<file path="config.mk">
export PLATFORM = sky130hd
export DESIGN_NAME = filter_channel_scheduler
export DESIGN_NICKNAME = d
export VERILOG_FILES = /design/src/rtl/filter_channel_scheduler.sv
export SDC_FILE = /design/constraint.sdc
export NUM_CORES = 1
export LEC_CHECK = 0
export ABC_CLOCK_PERIOD_IN_PS = 11600
export CAP_MARGIN = 10
export CORE_UTILIZATION = 30
export DETAILED_ROUTE_END_ITERATION = 16
export PLACE_DENSITY_LB_ADDON = 0.15
export SYNTH_ARGS = -nofsm -noshare
export SYNTH_HDL_FRONTEND = slang
export SYNTH_SLANG_ARGS = --single-unit
</file>
<file path="constraint.sdc">
create_clock -name clk -period 11.6 [get_ports clk]
set_input_delay 1.74 -clock clk [delete_from_list [all_inputs] [get_ports clk]]
set_output_delay 1.74 -clock clk [all_outputs]
set_load 0.02 [all_outputs]
</file>
<file path="src/rtl/filter_channel_scheduler.sv">
// filter_channel_scheduler
//   Round-robin shares one moving-average datapath among N_CH ADC channels.
//   Each accepted sample updates that channel's window history and running sum,
//   and produces a channel-tagged, truncated window average.
//   Two-stage pipeline: the grant cycle captures the sample and the history slot
//   it replaces (S1). The next edge commits the state and registers the result.
//   Optional build macro WARMUP_MASK_EN: suppresses results until a channel's
//   window has filled (the state still updates).
module filter_channel_scheduler #(
    parameter int N_CH   = 4,
    parameter int DW     = 14,
    parameter int WINDOW = 7
) (
    input  logic                    clk,
    input  logic                    rst_n,
    input  logic [N_CH*DW-1:0]      in_data,
    input  logic [N_CH-1:0]         in_valid,
    output logic [N_CH-1:0]         in_ready,
    input  logic [N_CH-1:0]         ch_clear,
    output logic [DW-1:0]           out_data,
    output logic [$clog2(N_CH)-1:0] out_ch,
    output logic                    out_valid,
    input  logic                    out_ready
);

    localparam int CW = $clog2(N_CH);
    localparam int PW = $clog2(WINDOW);
    localparam int SW = DW + $clog2(WINDOW);

    // Per-channel window state
    logic [DW-1:0] hist [N_CH][WINDOW];
    logic [SW-1:0] sum  [N_CH];
    logic [PW-1:0] wptr [N_CH];

    // Arbiter pointer and stage-1 register
    logic [CW-1:0] rr_ptr;
    logic          s1_valid;
    logic [CW-1:0] s1_ch;
    logic [DW-1:0] s1_sample;
    logic [DW-1:0] s1_old;

    logic            s1_adv;
    logic            advance;
    logic            grant_en;
    logic            grant_any;
    logic [N_CH-1:0] s1_occ;
    logic [N_CH-1:0] eligible;
    logic [N_CH-1:0] rotated;
    logic [CW:0]     pick;
    logic [CW-1:0]   grant_ch;
    logic [SW-1:0]   new_sum;
    logic [DW-1:0]   avg;
    logic            present;

    // S1 may move into the output register when the register is empty or is draining this cycle
    assign s1_adv   = !out_valid || out_ready;
    assign advance  = s1_valid && s1_adv;
    // A new grant needs S1 to be free by the next edge; rst_n gating keeps in_ready low during reset
    assign grant_en = rst_n && (!s1_valid || s1_adv);

    // The channel sitting in S1 is not eligible, so one channel is never granted on two consecutive cycles
    assign s1_occ   = s1_valid ? (N_CH'(1) << s1_ch) : '0;
    assign eligible = in_valid & ~ch_clear & ~s1_occ;
    // Bit i of rotated is channel (rr_ptr + i) mod N_CH
    assign rotated  = N_CH'({eligible, eligible} >> rr_ptr);

    // Round-robin pick: the lowest rotated offset wins, then map the offset back to a channel number
    always_comb begin
        // NOTE: every always_comb output gets a default first, so no path can infer a latch.
        pick      = '0;
        grant_ch  = '0;
        grant_any = 1'b0;
        for (int i = N_CH - 1; i >= 0; i--) begin
            if (rotated[i]) pick = {1'b0, rr_ptr} + (CW+1)'(i);
        end
        if (pick >= (CW+1)'(N_CH)) pick = pick - (CW+1)'(N_CH);
        grant_ch  = pick[CW-1:0];
        grant_any = grant_en && (|rotated);
    end

    assign in_ready = grant_any ? (N_CH'(1) << grant_ch) : '0;

    // Old slot value always lies inside the current sum, so the subtraction cannot underflow
    assign new_sum = sum[s1_ch] + SW'(s1_sample) - SW'(s1_old);
    assign avg     = DW'(new_sum / SW'(WINDOW));

`ifdef WARMUP_MASK_EN
    localparam int FW = $clog2(WINDOW + 1);
    logic [FW-1:0] fill [N_CH];

    assign present = (fill[s1_ch] >= FW'(WINDOW - 1));

    // Fill counter, saturating at WINDOW; cleared together with the channel history
    always_ff @(posedge clk or negedge rst_n) begin
        if (!rst_n) begin
            for (int c = 0; c < N_CH; c++) fill[c] <= '0;
        end else begin
            for (int c = 0; c < N_CH; c++) begin
                if (ch_clear[c]) fill[c] <= '0;
                else if (advance && s1_ch == CW'(c) && fill[c] != FW'(WINDOW)) fill[c] <= fill[c] + 1'b1;
            end
        end
    end
`else
    assign present = 1'b1;
`endif

    // Arbiter pointer, stage-1 capture and output register
    always_ff @(posedge clk or negedge rst_n) begin
        if (!rst_n) begin
            // NOTE: sequential state uses non-blocking assignments only, so every block reads pre-edge values.
            rr_ptr    <= '0;
            s1_valid  <= 1'b0;
            s1_ch     <= '0;
            s1_sample <= '0;
            s1_old    <= '0;
            out_valid <= 1'b0;
            out_data  <= '0;
            out_ch    <= '0;
        end else begin
            if (grant_any) begin
                s1_valid  <= 1'b1;
                s1_ch     <= grant_ch;
                s1_sample <= in_data[int'(grant_ch)*DW +: DW];
                s1_old    <= hist[grant_ch][wptr[grant_ch]];
                rr_ptr    <= (grant_ch == CW'(N_CH - 1)) ? '0 : grant_ch + 1'b1;
            end else if (advance) begin
                s1_valid <= 1'b0;
            end else if (s1_valid && ch_clear[s1_ch]) begin
                // The history was cleared under a stalled entry: its old slot is now zero
                s1_old <= '0;
            end

            if (advance) begin
                out_valid <= present;
                if (present) begin
                    out_data <= avg;
                    out_ch   <= s1_ch;
                end
            end else if (out_ready) begin
                out_valid <= 1'b0;
            end
        end
    end

    // Per-channel history, sum and write pointer; a clear wins over a same-edge commit
    always_ff @(posedge clk or negedge rst_n) begin
        if (!rst_n) begin
            // NOTE: the history array is reset explicitly because warm-up averages depend on it starting at zero.
            for (int c = 0; c < N_CH; c++) begin
                for (int w = 0; w < WINDOW; w++) hist[c][w] <= '0;
                sum[c]  <= '0;
                wptr[c] <= '0;
            end
        end else begin
            for (int c = 0; c < N_CH; c++) begin
                if (ch_clear[c]) begin
                    for (int w = 0; w < WINDOW; w++) hist[c][w] <= '0;
                    sum[c]  <= '0;
                    wptr[c] <= '0;
                end else if (advance && s1_ch == CW'(c)) begin
                    hist[c][wptr[c]] <= s1_sample;
                    sum[c]           <= new_sum;
                    wptr[c]          <= (wptr[c] == PW'(WINDOW - 1)) ? '0 : wptr[c] + 1'b1;
                end
            end
        end
    end

endmodule

</file>
* Yosys cells after proc, flatten, opt, wreduce, memory -nomap -nowiden *
Index checks and enable logic that the tools add are counted.

word-level totals
  register bits = 522
  bits of input ports = 67
  output and inout bits = 21
  word-level logic and storage cells = 189

operators by class
  add/sub/neg operators = 11
  multipliers = 1
  div/mod/pow operators = 1
  $lt $le $gt $ge = 13
  equal/unequal tests = 9
  shifts and indexed selects = 4
  multiplexer cells = 69
  bitwise logic cells = 11
  reduce and logical (&&, ||, !) cells = 26

operators by type and width
  operator                                            count
  two-way mux 98 bit                                  10
  bitwise mux 98 bit                                  4
  binary-select mux 98 bit (select 2 bit)             1
  two-way mux 17 bit                                  10
  demux 14 bit (select 3 bit)                         4
  two-way mux 14 bit                                  9
  indexed part select 56 x 7 -> 14 bit                1
  two-way mux 3 bit                                   18
  binary-select mux 14 bit (select 3 bit)             1
  binary-select mux 17 bit (select 2 bit)             1
  >= comparator 4 bit, second input constant          5
  NOT 3 -> 4 bit                                      5
  adder 17 x 14 -> 17 bit                             1
  divider 17 x 3 -> 17 bit, second input constant     1
  subtractor 17 x 14 -> 17 bit                        1
  < comparator 4 x 1 -> 1 bit, second input constant  4
  nonzero test 2 bit                                  7
  adder 3 x 1 -> 3 bit, second input constant         4
  equality test 3 bit, second input constant          4
  logical AND 1 bit                                   12
  >= comparator 3 bit, second input constant          3
  bitwise AND 4 bit                                   2
  two-way mux 4 bit                                   2
  NOT 4 bit                                           2
  21 further kinds                                    33

* Depth between registers and ports, before layout *
  depth after elaboration = 20
  depth in mapped cells = 36
  depth with buffers taken out = 30

* Worst setup path after synthesis *
OpenSTA, ideal clock, no wires.

  path type = register to register
  from = register s1_ch[0]
  to = register out_data[0]
  arrival = 8.251 ns
  path slack = 3.214 ns
  stages on the path, launching flop included = 33
  buffers on the path = 5
  clock period less this slack = 8.386 ns
  cell sequence = dfrtp_1 buf_6 clkbuf_1 clkbuf_1 mux4_2 fa_1 ha_1 buf_2 a211oi_2 o21ai_1 a21oi_4 mux2i_2 o21ai_1 a2111o_1 nand2_1 o21ai_0 and2_4 buf_6 o2111a_1 or4_1 a31o_1 and2_4 o311a_4 o221a_4 nor2_4 o22ai_1 o311ai_0 o21ai_1 ha_1 o21ai_1 a211oi_2 a211oi_1 a211oi_2

between the ends
  word-level cells in the longest chain between the ends = 7

ends and longest elaborated chain
  what                                                    line  RTL
  start, declared                                         38    logic [CW-1:0] s1_ch;
  start signal, assigned                                  123   s1_ch <= grant_ch;
  NOT 2 -> 3 bit (implied by the code)                    84    assign new_sum = sum[s1_ch] + SW'(s1_sample) - SW'(s1_old);
  binary-select mux 17 bit (select 2 bit)                 84
  two-way mux 17 bit (implied by the code) (2 in series)  84
  adder 17 x 14 -> 17 bit                                 84
  subtractor 17 x 14 -> 17 bit                            84
  divider 17 x 3 -> 17 bit                                85    assign avg = DW'(new_sum / SW'(WINDOW));
  end signal, assigned                                    137   out_data <= avg;
  end, declared                                           20    output logic [DW-1:0] out_data,

Every way passes these cells. The select of a mux whose other input is x is not followed.
A chain may end at the register's enable or synchronous reset.

* Worst setup path in the final report *
Same ends and word-level chain as after synthesis.

==> flow_summary.toml <==
[outcome]
status = "finished, final reports clean"

[yosys]
synthesis.instances = 3694
synth-async-reset-ratio = 1.00
synthesis.area_per_instance_um2 = 7.84
yosys.cell_types.count = 109
synth.cell_area_mm2 = 0.0290
yosys_warnings = 0
synth_enable_flop_cells = 0
synth_top_flop_cell = "sky130_fd_sc_hd__dfrtp_1"
synth_sequential_area_ratio = 0.451
syn_nets = 3797
postSynthRegisterBits = 522

[critical_path]
critical_path.max_stage_delay_ns = 0.71
critical_path.slowest_cell = "sky130_fd_sc_hd__xor2_1"
path_depth = 27
setup.worst_path.start_class = "flop"
worst_path_dominant_cell_family = "compound AO/OA/AOI/OAI gates"
critPathCaptureType = "flop"
cp.required_ns = 12.14
critPathCapture = "out_data[0]"
cp_num_buf_inv = 1
crit_fanout = 21
reg2reg_to = "out_data[0]"
timing_worst_setup_path_type = "reg -> reg"
worst_setup_path_startpoint = "s1_ch[0]"
worst_path_most_repeated_cell = "sky130_fd_sc_hd__o21ai_1"
regToRegStartpoint = "s1_ch[0]"
critical_path_arrival_ns = 9.66
ff2ff_path_depth = 27
r2r_slack_ns = 2.48

[clock_network]
cts_buffers = 66
cts_tree = "yes"
clock_tree_root = "sky130_fd_sc_hd__clkbuf_16"
clk_slew_on_worst_s_h_paths_ns = 0.06
postCtsSetupRepairBufs = 0
cts.hold.buffers_added = 0
clock_path_buffers = 3
cts-resized-gates = 0
insertion_delay_ns = 0.62
clock_sinks = 522
cts_max_level = 3

[sta]
finalHoldViolations = 0
clock.fmax_ghz = 0.110
worstMarginPinSlew_ns = 1.24
timing.slew.headroom = 0.171
period_share = 0.786
report.final.slew_viol_count = 0
setup_viol = 0
fin_setup_tns_ns = 0
final.setup_skew_ns = 0.0270
unrepaired_setup_endpoints_after_global_routing = "false"
min_period_ns = 9.12

[worst_hold_path]
min-delay-start = "out_data[2]"
hold_path.class = "reg -> reg"

[global_routing]
groute.usage.overall = 0.216
grt_overflow_total = 0
antenna_violations_before_repair = 1
grt_pass1_vias = 25224
grt_first_pass_wirelength_mm = 163
grt_max_degree = 145

[die]
core_area_mm2 = 0.0953
overall_die_width_um = 313
die_h_um = 313
floorplan.io_pins = 88
design.die.area_mm2 = 0.0978
start_util = 0.304
num_rows = 113

[place]
place.gp.congestion = 0.836
hpwl_mm = 65.0
io_buffer_count = 87

[finish]
layout-drive-gt1-share = 0.0793
ff_latch_area_mm2 = 0.0131
num-nets-final = 3705
multi_input_area_mm2 = 0.0145
diodes = 0
fillCellCount = 10166
areaGrowthSynthToFinish_pct = 14.2

[routing]
detail_route.iter0.violations = 2334
detail_route.first_pass.iterations = 5
remaining_design_rule_violation_count = 0
via_count = 25992
post_drt_via_cell_ratio = 5.29
routed_wl_mm = 106
post_drt_wl_per_cell_um = 21.6
postRouteAntennaNets = 0

[run]
max_cap_violations = 0
[worst min-delay path by stage]
stage	slack, ns	to	cells past startpoint
after CTS	0.47	out_data[2]	2
after floorplan	0.45	s1_old[3]	2
final	0.47	out_data[2]	2
after global routing	0.50	out_data[2]	2
after detailed placement	0.46	out_data[2]	2
after global placement	0.46	out_data[2]	2
[synthesized netlist by cell type, drive strengths merged, types with 7 or more instances]
| cell type | n | area share |
|---|---|---|
| or3 | 9 | 0.0019 |
| nand3b | 7 | 0.0018 |
| nand3 | 147 | 0.026 |
| xnor2 | 13 | 0.0042 |
| ha | 22 | 0.0095 |
| mux2i | 14 | 0.0051 |
| a311o | 17 | 0.0059 |
| o21ai | 89 | 0.016 |
| or2 | 9 | 0.0019 |
| and3 | 52 | 0.011 |
| a211oi | 30 | 0.0096 |
| a21oi | 512 | 0.090 |
| and2 | 9 | 0.0021 |
| buf | 34 | 0.0061 |
| a31oi | 50 | 0.011 |
| mux4 | 32 | 0.025 |
| nor3 | 17 | 0.0031 |
| clkbuf | 287 | 0.037 |
| nor2 | 132 | 0.018 |
| o22ai | 7 | 0.0017 |
| inv | 71 | 0.0092 |
| fa | 14 | 0.0097 |
| a311oi | 48 | 0.015 |
| o32ai | 7 | 0.0024 |
| o21a | 8 | 0.0021 |
| dfrtp | 522 | 0.45 |
| nand2 | 1386 | 0.18 |
| o311ai | 7 | 0.0024 |
| nor4 | 14 | 0.0035 |
| xor2 | 8 | 0.0024 |
| a21o | 9 | 0.0023 |
| o211ai | 15 | 0.0042 |
[worst register-to-register path: stages, from the launching register on]
cell and delay (ns):
sky130_fd_sc_hd__dfrtp_1 0.47, sky130_fd_sc_hd__buf_4 0.47, sky130_fd_sc_hd__mux4_2 0.59, sky130_fd_sc_hd__fa_1 0.44, sky130_fd_sc_hd__ha_1 0.41, sky130_fd_sc_hd__a211oi_2 0.26
sky130_fd_sc_hd__o21ai_1 0.22, sky130_fd_sc_hd__a21oi_4 0.33, sky130_fd_sc_hd__xor2_1 0.71, sky130_fd_sc_hd__o21ai_0 0.32, sky130_fd_sc_hd__or3_1 0.43, sky130_fd_sc_hd__nand3_2 0.19
sky130_fd_sc_hd__o221a_2 0.28, sky130_fd_sc_hd__a21oi_4 0.08, sky130_fd_sc_hd__nor4_2 0.62, sky130_fd_sc_hd__o21ai_0 0.18, sky130_fd_sc_hd__o21ai_0 0.61, sky130_fd_sc_hd__nor2_1 0.08
sky130_fd_sc_hd__a2bb2oi_1 0.23, sky130_fd_sc_hd__o21ai_1 0.16, sky130_fd_sc_hd__a311oi_1 0.68, sky130_fd_sc_hd__o311ai_0 0.19, sky130_fd_sc_hd__o21ai_1 0.18, sky130_fd_sc_hd__ha_1 0.21
sky130_fd_sc_hd__o21ai_1 0.08, sky130_fd_sc_hd__a211oi_2 0.28, sky130_fd_sc_hd__a211oi_1 0.13, sky130_fd_sc_hd__a211oi_2 0.21
[registers in the layout (all words and copies together), names as in the netlist]
name / cells
s1_old: 14
rr_ptr: 2
sum: 68
s1_ch: 2
out_ch: 2
s1_sample: 14
out_data: 14
wptr: 12
s1_valid: 1
hist: 392
out_valid: 1
[logic make-up (layout without fill, tap and decap cells)]
group | count (synthesis) | after routing | share of synthesized area
buf+inv | 393 | 345 | 0.0527
compound gates | 854 | 854 | 0.180
mux | 49 | 49 | 0.0312
flops | 522 | 522 | 0.451
simple gates | 1819 | 1819 | 0.259
fa+ha+maj | 36 | 36 | 0.0192
xor+xnor | 21 | 21 | 0.00661
[layout by cell type (no fill, tap or decap), types with 21 or more instances in the layout]
cell type / instances
sky130_fd_sc_hd__clkdlybuf4s50_1: 82
sky130_fd_sc_hd__ha_1: 22
sky130_fd_sc_hd__a31oi_1: 50
sky130_fd_sc_hd__a21oi_1: 507
sky130_fd_sc_hd__nand2_1: 1385
sky130_fd_sc_hd__dfrtp_1: 522
sky130_fd_sc_hd__inv_1: 71
sky130_fd_sc_hd__and3_1: 52
sky130_fd_sc_hd__mux4_2: 32
sky130_fd_sc_hd__o21ai_0: 76
sky130_fd_sc_hd__nand3_1: 144
sky130_fd_sc_hd__nor2_1: 127
sky130_fd_sc_hd__a311oi_1: 48
sky130_fd_sc_hd__buf_4: 74
sky130_fd_sc_hd__a211oi_1: 21
sky130_fd_sc_hd__clkbuf_16: 67
[through the flow]
stage	util	hold WS (ns)	cells	area [µm²]	setup slack [ns]
after global placement	0.324	0.456	4799	30900	2.74
after floorplan	-	0.450	3694	29000	3.21
after global routing	0.347	0.505	4911	33100	1.57
after detailed placement	0.324	0.459	4799	30900	2.44
final	0.347	0.470	4911	33100	2.48
after CTS	0.347	0.473	4911	33100	2.44
[per-layer routing]
metal  global-route usage  up-vias  part of all wire
met4               0.0646        0             0.024
li1                     -    12285                 -
met3               0.0376      125             0.061
met2                0.329      724              0.45
met5                    0        -                 0
met1                0.311    12858              0.47
[layout make-up]
class,instances,area share
multi-input cells,2779,0.439
flip-flops and latches,522,0.395
clock buffers,91,0.0558
well taps,1265,0.0479
repair buffers,161,0.0445
clock inverters,21,0.00919
inverters,72,0.00825
Power is not shown: default switching activity piles up to over one toggle a cycle in this logic, so the estimate is an artifact.
